--- src/rtl/regfile_arb_pkg.sv ---
// rtl/regfile_arb_pkg.sv - shared types and default sizes for the register-file arbiter
//
// Purpose : state encoding of the arbiter FSM and default address/data widths.
// Contents: DEFAULT_AW, DEFAULT_DW, state_t {IDLE, ISSUE, CAPTURE, RESP}.
package regfile_arb_pkg;

    localparam int unsigned DEFAULT_AW = 4;
    localparam int unsigned DEFAULT_DW = 8;

    typedef enum logic [1:0] {
        IDLE    = 2'd0,
        ISSUE   = 2'd1,
        CAPTURE = 2'd2,
        RESP    = 2'd3
    } state_t;

endpackage

--- src/rtl/rr_arbiter2.sv ---
// rtl/rr_arbiter2.sv - two-way arbiter with last-served pointer input
//
// Purpose : picks one of two requests. On a tie the requester that was not
//           last served wins; a constant pointer of 1 gives req0 priority.
// Ports   : i_req[1:0]   request vector
//           i_last       index of the requester served most recently
//           o_grant[1:0] one-hot grant, 2'b00 when nothing requests
module rr_arbiter2 (
    input  logic [1:0] i_req,
    input  logic       i_last,
    output logic [1:0] o_grant
);

    always_comb begin
        o_grant = 2'b00;
        if (i_req[0] && i_req[1]) begin
            o_grant = i_last ? 2'b01 : 2'b10;
        end else if (i_req[0]) begin
            o_grant = 2'b01;
        end else if (i_req[1]) begin
            o_grant = 2'b10;
        end
    end

endmodule

--- src/rtl/regfile_arbiter.sv ---
// rtl/regfile_arbiter.sv - two-requester arbiter in front of a single-port register file
//
// Purpose : serialises accesses from two requesters onto one register file
//           whose read data arrives one cycle after the address.
//           Write: IDLE -> ISSUE -> IDLE. Read: IDLE -> ISSUE -> CAPTURE -> RESP -> IDLE.
// Macro   : REGFILE_ARB_ROUND_ROBIN_EN - defined: round-robin on ties using a
//           last-served pointer; undefined: fixed priority, req0 wins.
// Ports   : clock, reset_n (async, active low)
//           reqN_valid/write/addr/wdata  request from requester N (N=0,1)
//           reqN_ready                   accept strobe (with reqN_valid)
//           reqN_rvalid/rdata            read response, rdata held between responses
//           rf_address/rf_en_write/rf_data_in/rf_data_out  register-file port
//           busy                         high whenever not IDLE
module regfile_arbiter
    import regfile_arb_pkg::*;
#(
    parameter int unsigned AW = DEFAULT_AW,
    parameter int unsigned DW = DEFAULT_DW
) (
    input  logic          clock,
    input  logic          reset_n,
    input  logic          req0_valid,
    input  logic          req0_write,
    input  logic [AW-1:0] req0_addr,
    input  logic [DW-1:0] req0_wdata,
    output logic          req0_ready,
    output logic          req0_rvalid,
    output logic [DW-1:0] req0_rdata,
    input  logic          req1_valid,
    input  logic          req1_write,
    input  logic [AW-1:0] req1_addr,
    input  logic [DW-1:0] req1_wdata,
    output logic          req1_ready,
    output logic          req1_rvalid,
    output logic [DW-1:0] req1_rdata,
    output logic [AW-1:0] rf_address,
    output logic          rf_en_write,
    output logic [DW-1:0] rf_data_in,
    input  logic [DW-1:0] rf_data_out,
    output logic          busy
);

    state_t        r_state;
    state_t        w_next_state;
    logic [1:0]    w_grant;
    logic          w_last;
    logic          w_accept;
    logic          r_gnt;
    logic          r_write;
    logic [AW-1:0] r_rf_address;
    logic [DW-1:0] r_rf_data_in;
    logic [DW-1:0] r_rdata0;
    logic [DW-1:0] r_rdata1;

    rr_arbiter2 u_arb (
        .i_req   ({req1_valid, req0_valid}),
        .i_last  (w_last),
        .o_grant (w_grant)
    );

    // Grant is only honoured in IDLE; any valid requester yields a grant bit.
    assign w_accept = (r_state == IDLE) && (w_grant != 2'b00);

`ifdef REGFILE_ARB_ROUND_ROBIN_EN
    logic r_last;

    always_ff @(posedge clock or negedge reset_n) begin
        if (!reset_n) begin
            r_last <= 1'b1;
        end else if (w_accept) begin
            r_last <= w_grant[1];
        end
    end

    assign w_last = r_last;
`else
    // Pretending requester 1 was always served last makes req0 win every tie.
    assign w_last = 1'b1;
`endif

    always_ff @(posedge clock or negedge reset_n) begin
        if (!reset_n) begin
            r_state <= IDLE;
        end else begin
            r_state <= w_next_state;
        end
    end

    always_comb begin
        w_next_state = r_state;
        case (r_state)
            IDLE:    if (w_accept) w_next_state = ISSUE;
            ISSUE:   w_next_state = r_write ? IDLE : CAPTURE;
            CAPTURE: w_next_state = RESP;
            RESP:    w_next_state = IDLE;
            default: w_next_state = IDLE;
        endcase
    end

    always_ff @(posedge clock or negedge reset_n) begin
        if (!reset_n) begin
            r_gnt        <= 1'b0;
            r_write      <= 1'b0;
            r_rf_address <= '0;
            r_rf_data_in <= '0;
            r_rdata0     <= '0;
            r_rdata1     <= '0;
        end else begin
            if (w_accept) begin
                r_gnt        <= w_grant[1];
                r_write      <= w_grant[1] ? req1_write : req0_write;
                r_rf_address <= w_grant[1] ? req1_addr  : req0_addr;
                r_rf_data_in <= w_grant[1] ? req1_wdata : req0_wdata;
            end
            // The register file presents data for the ISSUE-cycle address here.
            if (r_state == CAPTURE) begin
                if (r_gnt) begin
                    r_rdata1 <= rf_data_out;
                end else begin
                    r_rdata0 <= rf_data_out;
                end
            end
        end
    end

    always_comb begin
        req0_ready  = (r_state == IDLE) && w_grant[0];
        req1_ready  = (r_state == IDLE) && w_grant[1];
        req0_rvalid = (r_state == RESP) && !r_gnt;
        req1_rvalid = (r_state == RESP) && r_gnt;
        rf_en_write = (r_state == ISSUE) && r_write;
        busy        = (r_state != IDLE);
    end

    assign rf_address = r_rf_address;
    assign rf_data_in = r_rf_data_in;
    assign req0_rdata = r_rdata0;
    assign req1_rdata = r_rdata1;

endmodule

--- config.mk ---
export PLATFORM = sky130hd
export DESIGN_NAME = regfile_arbiter
export DESIGN_NICKNAME = d
export VERILOG_FILES = /design/src/rtl/regfile_arb_pkg.sv /design/src/rtl/rr_arbiter2.sv /design/src/rtl/regfile_arbiter.sv
export SDC_FILE = /design/constraint.sdc
export NUM_CORES = 1
export LEC_CHECK = 0
export CORE_ASPECT_RATIO = 1.5
export CORE_MARGIN = 10
export CORE_UTILIZATION = 40
export CTS_CLUSTER_DIAMETER = 40
export DETAILED_ROUTE_END_ITERATION = 8
export DONT_BUFFER_PORTS = 1
export SLEW_MARGIN = 40
export SYNTH_ARGS = -nofsm -noshare
export SYNTH_HDL_FRONTEND = slang
export SYNTH_SLANG_ARGS = --single-unit
export TNS_END_PERCENT = 30
--- constraint.sdc ---
create_clock -name clock -period 1.5 [get_ports clock]
set_input_delay 0.15 -clock clock [delete_from_list [all_inputs] [get_ports clock]]
set_output_delay 0.15 -clock clock [all_outputs]
set_load 0.01 [all_outputs]
* After elaboration in Yosys (flattened, before gate mapping)
Index checks and enable logic that the tools add are counted.
** Cells by class
- Reduce and logical (&&, ||, !) cells :: 13
- Eq/ne operators :: 4
- Bitwise operators :: 1
- Mux-type cells :: 9
** Operators with widths (number)
- $mux W2 :: 5
- $mux W8 :: 1
- $pmux W2 S4 :: 1
- $logic_and A1 B1 Y1 :: 7
- $eq A2 B2 Y1 const B :: 2
- $mux W4 :: 1
- $reduce_and A2 Y1 :: 2
- $reduce_bool A2 Y1 :: 2
- $eq A2 B1 Y1 const B :: 1
- $logic_not A2 Y1 :: 1
- $ne A2 B2 Y1 const B :: 1
- $logic_not A1 Y1 :: 1
- $mux W1 :: 1
- $not A1 Y1 :: 1
** Word-level totals
- Output and inout port bits :: 34
- Logic and storage cells :: 34
- Input bits :: 38
- Register bits :: 32

* Logic depth before layout (Yosys ltp)
Gate-level depths: netlist of the first run.
- Word-level depth :: 7
- Depth in mapped cells :: 4

* Modules after synthesis
A second synthesis of the first run with hierarchy kept.
** Unflattened totals
- Cell total of the unflattened synthesis :: 100
- Area, all modules :: 1471.4 µm²
** By module, submodules not included
- regfile_arbiter :: cells each 97, instances 1, area an instance 1452.6 µm², seq. area each 800.8 µm²
- rr_arbiter2 :: cells each 3, instances 1, area an instance 18.8 µm², seq. area each 0.0 µm²

* Worst setup path after synthesis of the first run
Ideal clock, no wire load.
- Path kind :: flip-flop to flip-flop
- Start point :: reg r_state[0]
- End point :: reg r_rf_data_in[1] (netlist: rf_data_in[1])
- Stages on the path, launching flop included :: 5
- Arrival time :: 1.266 ns
- Slack :: 0.106 ns
- Cells stage by stage :: dfrtp_1 -> nor2_2 -> o21a_1 -> buf_6 -> mux2_1
** Between the ends
- Cells in the longest elaborated chain, start to end :: 2
** RTL lines
- start: declaration :: line regfile_arbiter.sv:43 : state_t r_state;
- start signal: assignment :: line regfile_arbiter.sv:85 : r_state <= w_next_state;
- $logic_not A2 Y1 :: line regfile_arbiter.sv:62 : assign w_accept = (r_state == IDLE) && (w_grant != 2'b00);
- $logic_and A1 B1 Y1 :: line regfile_arbiter.sv:62
- end signal: assignment :: line regfile_arbiter.sv:113 : r_rf_data_in <= w_grant[1] ? req1_wdata : req0_wdata;
- end: declaration :: line regfile_arbiter.sv:51 : logic [DW-1:0] r_rf_data_in;
No other way between the ends.
A chain may end at the register's enable or synchronous reset.

* Worst setup path in the final report of the first run
- Start point :: reg r_state[0]
- End point :: reg r_rf_data_in[0] (netlist: rf_data_in[0])
The elaborated chain is that of the path after synthesis.

==> impl_metrics.ini, run 1 <==
[min_path]
min_path_type = in2reg

[cts]
post_cts_buffers = 0
htreeDepth = 2
clkLatencyLatePin_ns = 0.27
numClockSinks = 32
clkTransAtPathRegs_ns = 0.06
clock_path_buffers = 2
cts_tree = built
root_buffer = clkbuf_8
cts_buffers = 5

[detailed_routing]
drt_iter0_drc = 30
vias = 802
drc_errors = 0
finalWirelength_microns = 3040
viasPerCell = 5.42
drtAntennaViolNets = 0
drtPass1Iterations = 5
wl_per_cell_microns = 20.5

[die]
dieArea_sq_um = 6530
row_count = 26
io_pins = 72
die_w_microns = 69.4
core_area_sq_um = 3480
initial_utilization = 0.421
die_height_microns = 94.1

[setup_path]
arrival_ns = 1.55
critPathLaunchType = flop
worstPathMaxFanout = 13
critPathKind = reg2reg
rrSetupSlack_ns = 0.10
worstPathRequired_ns = 1.66
endpoint_kind = flop

[logic_synthesis]
synth.yosys.warnings = 0
synth_fp_nets = 134
synth-seq-cells = 32
synth_cell_types = 19
syn_area_sq_um = 1470
synthCells = 96
syn_area_per_cell_sq_um = 15.3
yosysSeqAreaShare = 0.547

[sta]
hold_slack_ns = 0.0289
layout_setup_ws_ns = 0.103
setup_viol = 0
period_share = 0.931
hold_violations = 0
slew_headroom = 0.735
slew_viol_final = 0
tightest_slew_ns = 0.396
fin_tns_setup_ns = 0
max_freq_mhz = 716
rsz0062_at_grt = false
fin_skew_ns = 0.00342
min_period_ns = 1.40

[place]
place_hpwl_microns = 2440
io_buffer_count = 0
post-place-ws_ns = 0.0889
dp_cells = 138
gp_congestion = 0.741
dpl-instance-area_sq_um = 1540

[grt]
grt_pass1_wl_microns = 4710
grt_max_degree = 33
first_global_vias = 883
gr-usage-met2 = 0.152
antenna_found_initial = 0
grt.busiest_layer = met2
globalRouteOverflowTotal = 0
use_met3 = 0.0730
grt_use_met1 = 0.0814
grt_usage = 0.0916

[finish]
drive_gt1_frac = 0.491
n_antenna_cell = 0
stdcell_area_sq_um = 1680
finalNetCount = 144
syn_to_final_growth_pct = 14.4
layout.cells.non_filler = 148

[run_status]
status = completed

[power]
ir_drop_mv = 0.945
powerDensity_nw_per_um2 = 2130
p_leak_uw = 0.000757

[job]
cap_violations = 0
## layer usage
layer / vias to the layer above / routed length (microns)
met4: 0 / 20
met5: - / 0
met1: 395 / 1050
met2: 53 / 1520
met3: 2 / 451
li1: 352 / -
## registers in the layout (all words and copies together), names as in the netlist, named ones only
| name | cells |
|---|---|
| req0_rdata | 8 |
| req1_rdata | 8 |
| rf_data_in | 8 |
| rf_address | 4 |
| r_gnt | 1 |
| r_state | 1 |
| r_write | 1 |
## cell type report
cell class,instances,area [sq um]
Inverter,2,7.51
Tap cell,42,52.6
Sequential cell,32,801
Timing Repair Buffer,5,80.1
Multi-Input combinational cell,60,639
Fill cell,308,1800
Clock buffer,7,96.3
## final timing paths
| check | start | depth (start not counted) | endpoint |
|---|---|---|---|
| setup reg to reg | r_state[0]$_DFFE_PN0P_ | 4 | rf_data_in[0]$_DFFE_PN0P_ |
| min in group asynchronous | reset_n | 2 | asynchronous set/reset pin |
| hold reg to reg | r_write$_DFFE_PN0P_ | 1 | flop |
| setup / recovery | r_state[0]$_DFFE_PN0P_ | 4 | rf_data_in[0]$_DFFE_PN0P_ |
| max in group asynchronous | reset_n | 2 | req0_rdata[5]$_DFFE_PN0P_ |
| hold / removal | rf_data_out[3] | 1 | req1_rdata[3]$_DFFE_PN0P_ |
## critical path, stage by stage (launching register included)
cell     delay (ns)
dfrtp_1        0.45
nor2_4         0.16
o21a_1         0.17
buf_12         0.16
mux2_2         0.34
## cell usage after synthesis, drive strengths merged
cell type | instances | share of area
a21oi | 1 | 0.0034
and2 | 1 | 0.0043
and3 | 1 | 0.0043
buf | 2 | 0.015
dfrtp | 32 | 0.55
inv | 2 | 0.0051
mux2 | 40 | 0.35
mux2i | 2 | 0.014
nand2 | 1 | 0.0026
nand2b | 3 | 0.018
nand3b | 1 | 0.0051
nor2 | 7 | 0.021
nor3 | 1 | 0.0034
o21a | 1 | 0.0051
o21ai | 1 | 0.0034
## through the flow
stage	util	power (uW)
finish	0.482	3560
CTS	0.477	3630
floorplan	-	2590
global placement	0.441	2850
detailed placement	0.441	2900
global route	0.482	3810
## power by group
group	switching [uW]	internal, uW	total [uW]	leakage, uW
Clock	278	408	686	0.0000503
Sequential	541	1310	1850	0.000377
Combinational	371	657	1030	0.000330
## cells in the final DEF (no fill, tap or decap), types with 2 or more instances in the layout
master	count
dfrtp_1	32
clkbuf_8	7
inv_1	2
mux2_2	23
dlygate4sd3_1	2
nor2_1	5
nand2b_1	2
buf_12	3
mux2i_1	2
mux2_4	16
## timing repair
item | CTS | global route
hold buffers | 2 | 1
setup endpoints to repair | 0 | 4
gates resized for setup | 0 | 1
endpoints found under the hold margin | 32 | 1
## logic make-up after synthesis
family,Yosys count,synth area share
compound gates,3,0.0120
flops,32,0.547
buf+inv,4,0.0205
simple gates,15,0.0589
mux,42,0.362
Note: power is estimated with default switching activity, not from simulation.
==> inputs of run 2 (changes only) <==
HOLD_SLACK_MARGIN = 0.05   (was not set)
clock period = 1.7 ns   (was 1.5 ns; I/O delays follow)
==> impl_metrics.ini, run 2 (synthesis results as in run 1) <==
[setup_path]
worst-path-stages = 3
worstPathRequired_ns = 1.86
cpMaxStageDelayCell = dfrtp_1
critical_path.top_delay_family = simple AND/OR/NAND/NOR gates
cp_cell_sequence = nand2b_1 -> nor2_2 -> mux2_2
arrival_ns = 1.64
rrSetupSlack_ns = 0.22
critPathLaunchType = flop
reg2reg_depth = 3
worstPathMaxFanout = 8
reg2reg_to = req0_rdata[0]$_DFFE_PN0P_
critPathKind = reg2reg
slowest_delay_ns = 0.44
endpoint_kind = flop
r2r-start = r_state[0]$_DFFE_PN0P_
crit_buf_inv = 0

[finish]
drive_gt1_frac = 0.447
n_antenna_cell = 0
syn_to_final_growth_pct = 18.9
mostFrequentLayoutCell = dfrtp_1
finalNetCount = 152
final_cell_mix = dfrtp_1 (32), mux2_2 (23), mux2_4 (16)

[sta]
slew_headroom = 0.714
fin_skew_ns = 0.00374
period_share = 0.870
setup_viol = 0
slew_viol_final = 0
rsz0062_at_grt = false
max_freq_mhz = 676
fin_tns_setup_ns = 0
min_period_ns = 1.48
hold_slack_ns = 0.120
hold_violations = 0
tightest_slew_ns = 0.428

[die]
die_w_microns = 69.4
dieArea_sq_um = 6530
io_pins = 72
row_count = 26
core_area_sq_um = 3480
die_height_microns = 94.1
initial_utilization = 0.421

[job]
cap_violations = 0

[min_path]
min_path_type = in2reg
holdPathStages = 2
hp-start = req1_write
holdPathEnd = r_write$_DFFE_PN0P_

[place]
place_hpwl_microns = 2490
io_buffer_count = 0
gp_congestion = 0.754

[run_status]
status = completed

[cts]
post_cts_buffers = 0
root_buffer = clkbuf_8
cts_tree = built
numClockSinks = 32
clkLatencyLatePin_ns = 0.27
clock_path_buffers = 2
clkTransAtPathRegs_ns = 0.06
cts_buffers = 5
htreeDepth = 2

[detailed_routing]
drtAntennaViolNets = 0
finalWirelength_microns = 3160
viasPerCell = 5.30
vias = 827
wl_per_cell_microns = 20.3
drt_iter0_drc = 12
drtPass1Iterations = 2
drc_errors = 0

[grt]
first_global_vias = 932
grt_max_degree = 33
grt_usage = 0.0938
antenna_found_initial = 0
globalRouteOverflowTotal = 0
grt_pass1_wl_microns = 4860

[power]
ir_drop_mv = 1.05
p_leak_uw = 0.000785
powerDensity_nw_per_um2 = 1800
==> run 2: cell count changes in the layout (fill, tap and decap cells not counted) <==
cell           before  now
dlygate4sd3_1       2   11
nor2_2              1    2
nor2_4              1    0
buf_12              3    2
==> run 2: through the flow <==
step / worst slack [ns] / utilization / std cells / power, uW / instance area (sq um)
2_1_floorplan: 0.306 / - / 96 / 2280 / 1470
3_3_place_gp: 0.273 / 0.435 / 137 / 2480 / 1520
3_5_place_dp: 0.218 / 0.435 / 137 / 2520 / 1520
4_1_cts: 0.207 / 0.500 / 156 / 3200 / 1740
5_1_grt: 0.135 / 0.500 / 156 / 3360 / 1740
6_report: 0.221 / 0.500 / 156 / 3130 / 1740
==> run 2: worst max-delay path by stage <==
stage	startpoint	to
global route	r_state[0]$_DFFE_PN0P_	req0_rdata[4]$_DFFE_PN0P_
finish	r_state[0]$_DFFE_PN0P_	req0_rdata[0]$_DFFE_PN0P_
CTS	r_state[0]$_DFFE_PN0P_	req0_rdata[4]$_DFFE_PN0P_
global placement	r_state[0]$_DFFE_PN0P_	req0_rdata[0]$_DFFE_PN0P_
floorplan	r_state[0]$_DFFE_PN0P_	rf_data_in[1]$_DFFE_PN0P_
detailed placement	r_state[0]$_DFFE_PN0P_	req0_rdata[4]$_DFFE_PN0P_
==> run 2: layer usage <==
layer | vias up | track usage | wire length [microns]
li1 | 373 | - | -
met1 | 396 | 0.0850 | 1120
met2 | 53 | 0.156 | 1560
met3 | 5 | 0.0656 | 424
met4 | 0 | 0.0455 | 53
met5 | - | 0 | 0
==> run 2: worst register-to-register path, delay by kind of cell, from the launching register on <==
kind | cells | cell delay [ns]
flip-flops | 1 | 0.44
multiplexers | 1 | 0.39
AND/OR/NAND/NOR | 2 | 0.53
==> run 2: layout make-up <==
| type | count | area [sq um] |
|---|---|---|
| clock buffers | 7 | 96.3 |
| multi-input cells | 60 | 634 |
| repair buffers | 13 | 150 |
| well taps | 42 | 52.6 |
| inverters | 2 | 7.51 |
| flip-flops and latches | 32 | 801 |
| fillers | 331 | 1740 |
==> run 2: where the power goes <==
group / leakage (uW) / internal (uW) / switching (uW) / total, uW
registers: 0.000377 / 1160 / 477 / 1630
logic: 0.000358 / 563 / 326 / 889
clock network: 0.0000503 / 360 / 249 / 609
total: 0.000785 / 2080 / 1050 / 3130
==> run 2: timing repair <==
item / in CTS / in global routing
endpoints found under the hold margin: 50 / 0
hold buffers: 12 / 0
resized for setup: 0 / 0
